$ cat config.mk
export PLATFORM = sky130hd
export DESIGN_NAME = basic_cache_refill
export DESIGN_NICKNAME = d
export VERILOG_FILES = /design/src/rtl/basic_cache_refill.sv
export SDC_FILE = /design/constraint.sdc
export NUM_CORES = 1
export LEC_CHECK = 0
export CAP_MARGIN = 40
export CORE_AREA = 2 2 164 166
export DETAILED_ROUTE_END_ITERATION = 6
export DIE_AREA = 0 0 166 168
export PLACE_DENSITY = 0.61
export SLEW_MARGIN = 20
export SYNTH_ARGS = -nofsm -noshare
export SYNTH_HDL_FRONTEND = slang
export SYNTH_SLANG_ARGS = --single-unit
export TNS_END_PERCENT = 1
$ cat constraint.sdc
create_clock -name clk -period 1.4 [get_ports clk]
set_input_delay 0.21 -clock clk [delete_from_list [all_inputs] [get_ports clk]]
set_output_delay 0.21 -clock clk [all_outputs]
set_load 0.1 [all_outputs]
$ cat src/rtl/basic_cache_refill.sv
// Refill controller in front of a 256-entry direct-mapped cache: one-cycle lookup,
// single outstanding memory read on a miss, flush of the in-flight request, hit/miss counters.
module basic_cache_refill #(
    parameter int ALEN  = 32,
    parameter int CNT_W = 16,
    parameter int AW    = ALEN - 3
) (
    input  logic              clk,
    input  logic              rst_n,
    input  logic              req_valid,
    output logic              req_ready,
    input  logic [ALEN-1:0]   req_addr,
    input  logic              flush,
    output logic              resp_valid,
    input  logic              resp_ready,
    output logic [63:0]       resp_data,
    output logic [AW-1:0]     cache_raddr,
    input  logic [63:0]       cache_rdata,
    input  logic              cache_lookup_valid,
    output logic              cache_write_enable,
    output logic [AW-1:0]     cache_waddr,
    output logic [63:0]       cache_wdata,
    output logic              mem_req_valid,
    input  logic              mem_req_ready,
    output logic [AW-1:0]     mem_req_addr,
    input  logic              mem_resp_valid,
    input  logic [63:0]       mem_resp_data,
    output logic [CNT_W-1:0]  hit_count,
    output logic [CNT_W-1:0]  miss_count
);

    typedef enum logic [2:0] {
        IDLE      = 3'd0,
        LOOKUP    = 3'd1,
        MISS_REQ  = 3'd2,
        MISS_WAIT = 3'd3,
        DRAIN     = 3'd4,
        RESP      = 3'd5
    } state_t;

    localparam logic [CNT_W-1:0] CNT_ONE = {{(CNT_W-1){1'b0}}, 1'b1};

    state_t            state_r;
    logic [AW-1:0]     addr_r;
    logic [63:0]       data_r;
    logic [CNT_W-1:0]  hit_cnt_r;
    logic [CNT_W-1:0]  miss_cnt_r;
    logic              refill_window_s;
    logic [2:0]        addr_lsb_unused_s;

    // Byte offset within the doubleword carries no information for this block.
    assign addr_lsb_unused_s = req_addr[2:0];

    // A memory beat is only accepted while a refill is actually outstanding.
    assign refill_window_s = (state_r == MISS_WAIT) || (state_r == DRAIN);

    // Output decodes of the registered state; cache write path stays combinational from memory.
    always_comb begin
        req_ready          = (state_r == IDLE);
        resp_valid         = (state_r == RESP);
        mem_req_valid      = (state_r == MISS_REQ);
        resp_data          = data_r;
        mem_req_addr       = addr_r;
        cache_waddr        = addr_r;
        cache_wdata        = mem_resp_data;
        cache_write_enable = refill_window_s && mem_resp_valid;
        hit_count          = hit_cnt_r;
        miss_count         = miss_cnt_r;
        if (state_r == IDLE) begin
            cache_raddr = req_addr[ALEN-1:3];
        end else begin
            cache_raddr = addr_r;
        end
    end

    // Request/refill state machine with address, data and counter registers.
    always_ff @(posedge clk or negedge rst_n) begin
        if (!rst_n) begin
            state_r    <= IDLE;
            addr_r     <= {AW{1'b0}};
            data_r     <= 64'd0;
            hit_cnt_r  <= {CNT_W{1'b0}};
            miss_cnt_r <= {CNT_W{1'b0}};
        end else begin
            case (state_r)
                IDLE: begin
                    if (req_valid && !flush) begin
                        addr_r  <= req_addr[ALEN-1:3];
                        state_r <= LOOKUP;
                    end
                end
                LOOKUP: begin
                    // Counters record the lookup outcome even when it is flushed.
                    if (cache_lookup_valid) begin
                        hit_cnt_r <= hit_cnt_r + CNT_ONE;
                        if (flush) begin
                            state_r <= IDLE;
                        end else begin
                            data_r  <= cache_rdata;
                            state_r <= RESP;
                        end
                    end else begin
                        miss_cnt_r <= miss_cnt_r + CNT_ONE;
                        state_r    <= flush ? IDLE : MISS_REQ;
                    end
                end
                MISS_REQ: begin
                    // Once the handshake happens the response must be drained even if flushed.
                    if (mem_req_ready) begin
                        state_r <= flush ? DRAIN : MISS_WAIT;
                    end else if (flush) begin
                        state_r <= IDLE;
                    end
                end
                MISS_WAIT: begin
                    if (mem_resp_valid) begin
                        data_r  <= mem_resp_data;
                        state_r <= flush ? IDLE : RESP;
                    end else if (flush) begin
                        state_r <= DRAIN;
                    end
                end
                DRAIN: begin
                    if (mem_resp_valid) begin
                        state_r <= IDLE;
                    end
                end
                RESP: begin
                    if (resp_ready || flush) begin
                        state_r <= IDLE;
                    end
                end
                default: begin
                    state_r <= IDLE;
                end
            endcase
        end
    end

endmodule

==> impl_metrics.py <==
metrics = {
    "logic_synthesis": {
        "synthCells": 630,
        "yosysTopAreaCellShare": 0.465,
        "async_flop_share": 1.00,
        "synth-edff-count": 0,
        "syn_avg_cell_area_um2": 10.9,
        "yosysUniqueCellTypes": 38,
        "synth.area.top_cells": "dfrtp_1 46%, buf_4 11%, mux2_2 9.8%",
        "seq_area_frac_synth": 0.465,
        "synth_fp_nets": 800,
        "ys.flop_type": "dfrtp_1",
        "synth_seq_cells": 128,
        "synth_top_cell_by_area": "dfrtp_1",
        "synth_common_cells": "128 x dfrtp_1, 102 x buf_4, 75 x nor2_1, 64 x mux2i_1, 60 x mux2_2",
        "yosysMostFrequentCell": "dfrtp_1",
        "synth_area_um2": 6900,
        "ys_warn_count": 0,
    },
    "sta": {
        "setup_violations": 158,
        "fin_ws_ps": -676,
        "hold_ws_ps": 234,
        "finClkSkew_ps": 12.1,
        "rsz0062_at_grt": "true",
        "post-route-min-period_ps": 2080,
        "hold_viol": 0,
        "drv_slew": 0,
        "slew_headroom": 0.787,
        "finalCritPeriodShare": 1.48,
        "timing.fmax_mhz": 482,
        "worst_pin_slew_ps": 319,
    },
    "routing": {
        "drt_iter0_markers": 202,
        "wl_per_cell_um": 17.3,
        "wl_mm": 23.6,
        "dr.pass1.iters": 4,
        "vias_per_cell": 4.36,
        "vias": 5945,
        "antenna_left": 0,
        "drc": 0,
    },
    "critical_path": {
        "critPathArrivalTime_ps": 1870,
        "startpoint_type": "flip-flop",
        "cp_num_buf_inv": 3,
        "crit_required_ps": 1190,
        "crit_fanout": 16,
        "worstSetupEndpointType": "primary output",
        "cp_slowest_stage_delay_ps": 400,
        "cpMaxStageDelayCell": "dfrtp_1",
        "cp_cell_sequence": "nor3_4, buf_4, buf_12, mux2_4, buf_12",
        "critical_path_class": "flip-flop to primary output",
        "crit_family": "buffers and inverters",
        "crit_top_cell": "buf_12",
    },
    "clock_tree": {
        "clock_path_buffers": 2,
        "cts.sinks": 128,
        "clkTransAtPathRegs_ps": 70,
        "cts_tree": "done",
        "cts-root-buf": "clkbuf_16",
        "clkLatencyLatePin_ps": 420,
        "htree_levels": 4,
        "numCtsBuffers": 17,
    },
    "die": {
        "initial_core_util": 0.262,
        "io_pins": 419,
        "rows": 60,
        "die_y_um": 168,
        "core-area_um2": 26400,
        "die_area_um2": 27900,
        "die_x_um": 166,
    },
    "grt": {
        "overflow": 0,
        "grt_max_degree": 63,
        "grt_usage": 0.170,
        "antenna_found_initial": 0,
        "grt_pass1_wl_mm": 36.7,
        "grt_pass1_vias": 6225,
    },
    "cells_and_area": {
        "final_area_um2": 14700,
        "finish.utilization": 0.558,
        "drive_gt1_frac": 0.507,
        "num_antenna_cells": 0,
        "areaGrowthSynthToFinish_pct": 113,
        "nets": 1180,
    },
    "run": {
        "maxCapViolCount": 0,
    },
    "placed_design": {
        "pre_cts_slack_ps": -568,
        "portBuffers": 415,
        "finalWeightedCongestion": 0.823,
        "hpwl_mm": 18.8,
        "post_dp_cell_area_um2": 13800,
    },
    "status": {
        "outcome": "complete, but fails checks",
        "violations": "setup timing",
    },
    "worst_hold_path": {
        "worstHoldPathType": "input pin to asynchronous set/reset pin",
    },
}
worst paths after layout:
path                                    to  slack [ps]     startpoint  depth (start not counted)
setup / recovery           cache_raddr[27]        -680     state_r[1]                          5
hold / removal               hit_count[11]         230          rst_n                          2
setup reg to reg            miss_count[12]        -360     state_r[1]                          7
hold reg to reg              hit_count[11]         510  hit_count[11]                          1
max in group asynchronous  cache_waddr[18]         650          rst_n                          3
min in group clk            cache_waddr[3]         430    req_addr[6]                          2
per-layer routing:
layer,vias to the layer above,GRT usage,share of wire
met5,-,0,0
met4,0,0.0537,0.019
met3,25,0.0433,0.058
met2,215,0.299,0.53
met1,2855,0.204,0.39
li1,2850,-,-
flip-flops by register name, summed over array words and instances, names as in the netlist:
name,flops
cache_waddr,29
hit_count,16
miss_count,16
resp_data,64
state_r,3
cells by family after synthesis:
logic type      after synthesis  share of synthesized area
flops                       128                      0.465
compound gates               79                     0.0704
xor+xnor                     30                     0.0381
simple gates                136                     0.0969
buf+inv                     131                      0.136
fa+ha+maj                     2                    0.00363
mux                         124                      0.191
cells in the final DEF, fill, tap and decap left out, types with 2 or more instances in the layout:
| cell | synthesis | layout |
|---|---|---|
| a21oi_2 | 19 | 19 |
| o21ai_1 | 0 | 2 |
| nor2_2 | 0 | 3 |
| mux2_2 | 60 | 42 |
| xor2_1 | 13 | 13 |
| ha_1 | 2 | 2 |
| mux2i_2 | 0 | 8 |
| xnor2_1 | 17 | 17 |
| nand3_1 | 6 | 5 |
| nor3_2 | 3 | 3 |
| and3_1 | 5 | 3 |
| inv_8 | 0 | 7 |
| mux2i_1 | 64 | 55 |
| and2_1 | 2 | 2 |
| clkinv_8 | 0 | 2 |
| nor3_1 | 5 | 4 |
| a21oi_1 | 51 | 50 |
| dfrtp_2 | 0 | 53 |
| clkdlybuf4s50_1 | 0 | 163 |
| inv_6 | 0 | 5 |
| inv_1 | 4 | 3 |
| nand2b_1 | 6 | 6 |
| nand2_1 | 13 | 13 |
| dfrtp_1 | 128 | 75 |
| and3_4 | 0 | 2 |
| buf_12 | 0 | 263 |
| clkbuf_16 | 0 | 17 |
| nor2_1 | 75 | 72 |
| buf_6 | 5 | 17 |
| nand4_1 | 11 | 11 |
| buf_4 | 102 | 43 |
| nand3b_1 | 2 | 2 |
| mux2_4 | 0 | 18 |
through the flow:
step,instances,TNS (ps)
after CTS,1364,-56720
after floorplan,630,-22570
after global placement,1327,-58460
after detailed placement,1327,-61390
after global routing,1364,-67000
final,1364,-52880
final cells by class:
| cell class | count | area (µm²) |
|---|---|---|
| multi-input cells | 371 | 2970 |
| repair buffers | 488 | 7450 |
| fillers | 2162 | 11600 |
| clock buffers | 17 | 425 |
| inverters | 4 | 15.0 |
| well taps | 341 | 427 |
| flip-flops and latches | 128 | 3270 |
| clock inverters | 15 | 164 |
what timing repair did:
| action | in CTS | in global routing |
|---|---|---|
| endpoints found under the hold margin | 58 | 0 |
| pin swaps | 17 | 5 |
| setup endpoints to repair | 156 | 168 |
| cloned | 1 | 0 |
| resized for setup | 39 | 22 |
| hold buffers | 1 | 0 |
| setup buffers | 3 | 0 |
Power is left out: the tool's default activity adds up to more than one toggle a clock period on the data nets, which glitch-free logic cannot reach.
